`src/rtl/dmem_pkg.sv`:
```
// dmem_pkg: shared state encoding and byte helpers for the banked data memory
package dmem_pkg;
  typedef enum logic {INIT, RUN} state_e;
  function automatic logic byte_par(input logic [7:0] b);
    return ^b;
  endfunction
  function automatic int be_width(input int data_w);
    return data_w / 8;
  endfunction
endpackage

```
`src/rtl/dmem_init_seq.sv`:
```
// dmem_init_seq: INIT/RUN sequencer that sweeps every address once to clear memory after reset
module dmem_init_seq import dmem_pkg::*; #(
  parameter int ADDR_W = 8
) (
  input  logic              clk,
  input  logic              rst_n,
  output logic              ready_o,
  output logic              init_we_o,
  output logic [ADDR_W-1:0] init_addr_o
);
  state_e            state_q;
  logic [ADDR_W-1:0] cnt_q;
  logic              ready_q;
  // Clear one word per cycle; leave INIT right after the last address is written
  always_ff @(posedge clk or negedge rst_n)
    if (!rst_n) begin
      state_q <= INIT;
      cnt_q   <= '0;
      ready_q <= 1'b0;
    end else if (state_q == INIT) begin
      cnt_q <= cnt_q + ADDR_W'(1);
      if (&cnt_q) begin
        state_q <= RUN;
        ready_q <= 1'b1;
      end
    end
  assign ready_o     = ready_q;
  assign init_we_o   = state_q == INIT;
  assign init_addr_o = cnt_q;
endmodule

```
`src/rtl/dmem_banked_ctrl.sv`:
```
// dmem_banked_ctrl: single-port byte-enable data memory with registered read; DMEM_PARITY_EN adds per-byte even parity
module dmem_banked_ctrl import dmem_pkg::*; #(
  parameter  int DATA_W = 16,
  parameter  int ADDR_W = 8,
  localparam int BE_W   = be_width(DATA_W)
) (
  input  logic              clk,
  input  logic              rst_n,
  input  logic              req,
  output logic              ready,
  input  logic              we,
  input  logic [BE_W-1:0]   be,
  input  logic [ADDR_W-1:0] address,
  input  logic [DATA_W-1:0] writeData,
  output logic [DATA_W-1:0] readData,
  output logic              readValid,
  output logic              parityErr
);
  localparam int DEPTH = 2**ADDR_W;
  logic [DATA_W-1:0] mem_q [DEPTH];
  logic              init_we;
  logic [ADDR_W-1:0] init_addr;
  logic              wr, rd, perr_d;
  logic [DATA_W-1:0] readData_q;
  logic              readValid_q, parityErr_q;
  dmem_init_seq #(.ADDR_W(ADDR_W)) u_seq (
    .clk        (clk),
    .rst_n      (rst_n),
    .ready_o    (ready),
    .init_we_o  (init_we),
    .init_addr_o(init_addr)
  );
  assign wr = req && ready && we;
  assign rd = req && ready && !we;
  // Storage: the clear sweep owns the array during INIT, the user port only in RUN
  always_ff @(posedge clk)
    if (init_we) mem_q[init_addr] <= '0;
    else if (wr)
      for (int i = 0; i < BE_W; i++)
        if (be[i]) mem_q[address][8*i +: 8] <= writeData[8*i +: 8];
`ifdef DMEM_PARITY_EN
  logic [BE_W-1:0] par_q [DEPTH];
  // Parity shadow follows the same write rules as the data bytes
  always_ff @(posedge clk)
    if (init_we) par_q[init_addr] <= '0;
    else if (wr)
      for (int i = 0; i < BE_W; i++)
        if (be[i]) par_q[address][i] <= byte_par(writeData[8*i +: 8]);
  // Any byte whose recomputed parity disagrees with the stored bit flags the read
  always_comb begin
    perr_d = 1'b0;
    for (int i = 0; i < BE_W; i++)
      perr_d = perr_d | (byte_par(mem_q[address][8*i +: 8]) != par_q[address][i]);
  end
`else
  assign perr_d = 1'b0;
`endif
  // Registered read port: data holds between reads, valid and parity error are one-cycle strobes
  always_ff @(posedge clk or negedge rst_n)
    if (!rst_n) begin
      readData_q  <= '0;
      readValid_q <= 1'b0;
      parityErr_q <= 1'b0;
    end else begin
      readValid_q <= rd;
      parityErr_q <= rd && perr_d;
      if (rd) readData_q <= mem_q[address];
    end
  assign readData  = readData_q;
  assign readValid = readValid_q;
  assign parityErr = parityErr_q;
endmodule

```
`config.mk`:
```
export PLATFORM = sky130hd
export DESIGN_NAME = dmem_banked_ctrl
export DESIGN_NICKNAME = d
export VERILOG_FILES = /design/src/rtl/dmem_pkg.sv /design/src/rtl/dmem_init_seq.sv /design/src/rtl/dmem_banked_ctrl.sv
export SDC_FILE = /design/constraint.sdc
export NUM_CORES = 2
export LEC_CHECK = 0
export CAP_MARGIN = 20
export CELL_PAD_IN_SITES_DETAIL_PLACEMENT = 1
export CELL_PAD_IN_SITES_GLOBAL_PLACEMENT = 2
export CORE_AREA = 2 2 565 567
export CTS_CLUSTER_DIAMETER = 80
export CTS_CLUSTER_SIZE = 14
export DETAILED_ROUTE_END_ITERATION = 7
export DIE_AREA = 0 0 567 569
export PLACE_DENSITY = 0.86
export SLEW_MARGIN = 20
export SYNTH_ARGS = -nofsm -noshare
export SYNTH_HDL_FRONTEND = slang
export SYNTH_SLANG_ARGS = --single-unit
```
`constraint.sdc`:
```
create_clock -name clk -period 7.21 [get_ports clk]
set_input_delay 1.0815 -clock clk [delete_from_list [all_inputs] [get_ports clk]]
set_output_delay 1.0815 -clock clk [all_outputs]
set_load 0.05 [all_outputs]
```
==> summary.md <==
| Metric | Value |
|---|---|
| Outcome | `complete, no violations` |
| Slew headroom | `22.0%` |
| CTS tree | `built` |
| DIE AREA | `323000 sq um` |
| H-tree levels | `5` |
| Sink Count | `4123` |
| # IOs | `49` |
| Most frequent cell after synthesis | `edfxtp_1` |
| Total leakage power | `43.6 nW` |
| Initial antenna violation count | `24` |
| Final Non-Filler Cells | `12.1k` |
| Register area share after synthesis | `77.0%` |
| Post-CTS Setup Inserts | `0` |
| CP Data Arrival Time | `5.68 ns` |
| Final critical-path required period | `5.16 ns` |
| Gate count after technology mapping | `7748` |
| Fillers | `27.0k` |
| Final Cycle Share | `71.5%` |
| Clock power share | `38.2%` |
| Internal power | `35.0 mW` |
| # nets final | `7805` |
| Unrepaired setup endpoints after global routing | `no` |
| Std-Cell Rows | `207` |
| CP top delay family | `simple AND/OR/NAND/NOR gates` |
| YS warnings | `0` |
| Inst Count DP | `11.6k` |
| Final Hold Slack | `0.337 ns` |
| HP Class | `in -> async` |
| Clock transition at the registers of the reported paths | `0.07 ns` |
| Initial Utilization | `50.7%` |
| Detailed-route vias per instance | `6.71` |
| Post-synth EDFFs | `4096` |
| PortBufs | `47` |
| Post-CTS Resized | `0` |
| DRC violations left | `0` |
| Setup TNS | `0 ns` |
| Die height | `569 um` |
| Sw Ratio | `20.4%` |
| Max-slew violations | `0` |
| Final WS setup | `2.05 ns` |
| Worst-Skew Late Latency | `0.92 ns` |
| Critical-path top delay cell | `nor2_1` |
| Routed wire length | `449000 um` |
| Avg WL per Cell | `37.2 um` |
| Core Util, Final | `55.0%` |
| CP Capture Type | `flip-flop` |
| Final hold vios | `0` |
| GP Congestion | `0.875` |
| Overall routing resource usage | `27.7%` |
| Multi-input gate area | `33800 sq um` |
| CP bufs+invs | `2` |
| # setup viols final | `0` |
| Measured slew at the worst slew-check pin | `1.17 ns` |
| Global-route wire length before repair | `640000 um` |
| Setup Skew | `0.0545 ns` |
| Number of global-route vias before repair | `84.1k` |
| Cts hold-fix bufs | `0` |
| # Max-Cap Violations | `0` |
| Die W | `567 um` |
| Largest net degree at the start of global routing | `138` |
| Main flop type after synthesis | `edfxtp_1` |
| Fmax | `0.194 GHz` |
| Cell area after synthesis | `161000 sq um` |
| Via count | `81.0k` |
| Top post-synthesis cells by area | `edfxtp_1 (77%), mux4_2 (11%), mux2i_1 (2.8%), nor2_1 (1.3%), a22oi_1 (1.1%)` |
| PwrDens | `252 nW/um^2` |
| Crit path largest cell delay | `0.88 ns` |
| Routed Antenna Nets | `0` |
| Type of origin of the critical path | `input pin` |
| Root Buffer | `clkbuf_16` |
| Critical path data required time | `7.73 ns` |
| GRT overflow | `0` |
| P&R area growth vs syn | `8.52%` |
| Yosys top cell area share | `76.6%` |
| Synth area leader | `edfxtp_1` |
| Core Area | `317000 sq um` |
| Max Buffers Root-to-Sink | `4` |
| Critical path class | `in -> reg` |
| Async SR Flop Fraction | `0.655%` |
| First-pass DRT Iterations | `6` |
| DP HPWL | `272000 um` |
| Seq pwr share | `59.0%` |
| Post-Syn Nets | `7779` |
| Maximum vdd drop | `0.240 mV` |
| Crit path cell chain | `clkdlybuf4s50_1, and3_1, o211a_2, buf_4, mux2_2, or2_2, nand2b_1, nor2_1` |
| Post-placement setup slack | `1.21 ns` |
| Synth top cells by count | `edfxtp_1 (4096), mux4_2 (807), nor2_1 (543), mux2i_1 (452), clkbuf_1 (263)` |
| Share of cells above drive strength 1 | `19.0%` |
| Max FO, Critical Path | `22` |
| Netlist cell types | `65` |
| R2R Setup Slk | `2.17 ns` |
| #FFs+latches synth | `4123` |
| Syn Area/Cell | `20.7 sq um` |
| TritonCTS buffer count | `337` |
| Gate power share | `2.8%` |
| Storage cell area | `124000 sq um` |
| DRT iter0 DRCs | `11.6k` |
| NetSw | `8.97 mW` |
[layout by cell type, fill, tap and decap left out, types with 39 or more instances in the layout]
cell | Yosys | layout
edfxtp_1 | 4096 | 4096
nor2_1 | 543 | 535
buf_12 | 15 | 41
buf_4 | 52 | 143
a21oi_1 | 41 | 41
clkdlybuf4s50_1 | 0 | 39
nand2_1 | 109 | 107
a22o_1 | 63 | 63
and2_1 | 67 | 49
a211oi_1 | 42 | 42
o22ai_1 | 159 | 159
clkbuf_16 | 0 | 345
o221ai_1 | 63 | 63
o21ai_0 | 44 | 44
clkbuf_1 | 263 | 72
nand3_1 | 71 | 71
a31oi_1 | 40 | 40
mux4_2 | 807 | 807
a22oi_1 | 232 | 232
mux2i_1 | 452 | 452
a221oi_1 | 61 | 61
[cell type report]
type / instances / area share, %
multi-input combinational: 3073 / 19.4
clock inverter: 17 / 0.130
inverter: 6 / 0.0158
clock buffer: 417 / 5.11
timing repair buffer: 233 / 1.38
tap: 4180 / 3.00
antenna: 22 / 0.0316
sequential: 4123 / 71.0
[logic make-up (layout without fill, tap and decap cells)]
kind of cell / after synthesis / count (layout) / share of synthesized area (%)
flip-flops: 4123 / 4123 / 77.0
multiplexers: 1287 / 1287 / 14.4
AND/OR/NAND/NOR: 945 / 945 / 2.62
AO/OA/AOI/OAI: 832 / 832 / 3.89
buffers and inverters: 552 / 673 / 2.08
XOR/XNOR: 7 / 7 / 0.0382
adder cells (fa/ha/maj): 1 / 1 / 0.00779
other: 1 / 23 / 0.00233
[power groups by stage]
stage / Combinational (mW) / Clock, mW / Sequential (mW)
floorplan: 0.852 / 0 / 26.4
global route: 1.29 / 17.6 / 25.9
finish: 1.25 / 16.8 / 25.9
global placement: 1.20 / 0 / 26.4
CTS: 1.23 / 16.9 / 25.9
detailed placement: 1.23 / 0 / 26.4
[sequential cells by signal (all words and copies together) (netlist names)]
name / flops
mem_q: 4096
u_seq.init_addr_o: 8
readValid: 1
u_seq.ready_o: 1
u_seq.state_q: 1
readData: 16
[metrics by stage]
stage	total power, mW	area (sq um)
finish	43.9	174000
global placement	27.6	165000
CTS	44.0	174000
global route	44.8	174000
detailed placement	27.7	165000
floorplan	27.3	161000
[metal layers]
metal | global-route usage (%) | wire length, um
met5 | 0 | 0
met4 | 12.0 | 21500
met3 | 5.66 | 47100
met2 | 43.3 | 211000
met1 | 38.2 | 169000
[path summary, 6_finish.rpt]
path / startpoint / endpoint / cells past startpoint
setup / recovery: req / mem_q[235][0] / 8
hold / removal: rst_n / u_seq.init_addr_o[4] / 2
setup reg to reg: u_seq.ready_o / mem_q[235][0] / 8
hold reg to reg: u_seq.init_addr_o[5] / u_seq.init_addr_o[5] / 1
max in group asynchronous: rst_n / readData[10] / 2
min in group clk: u_seq.init_addr_o[5] / u_seq.init_addr_o[5] / 1
(Power assumes the default switching activity.)
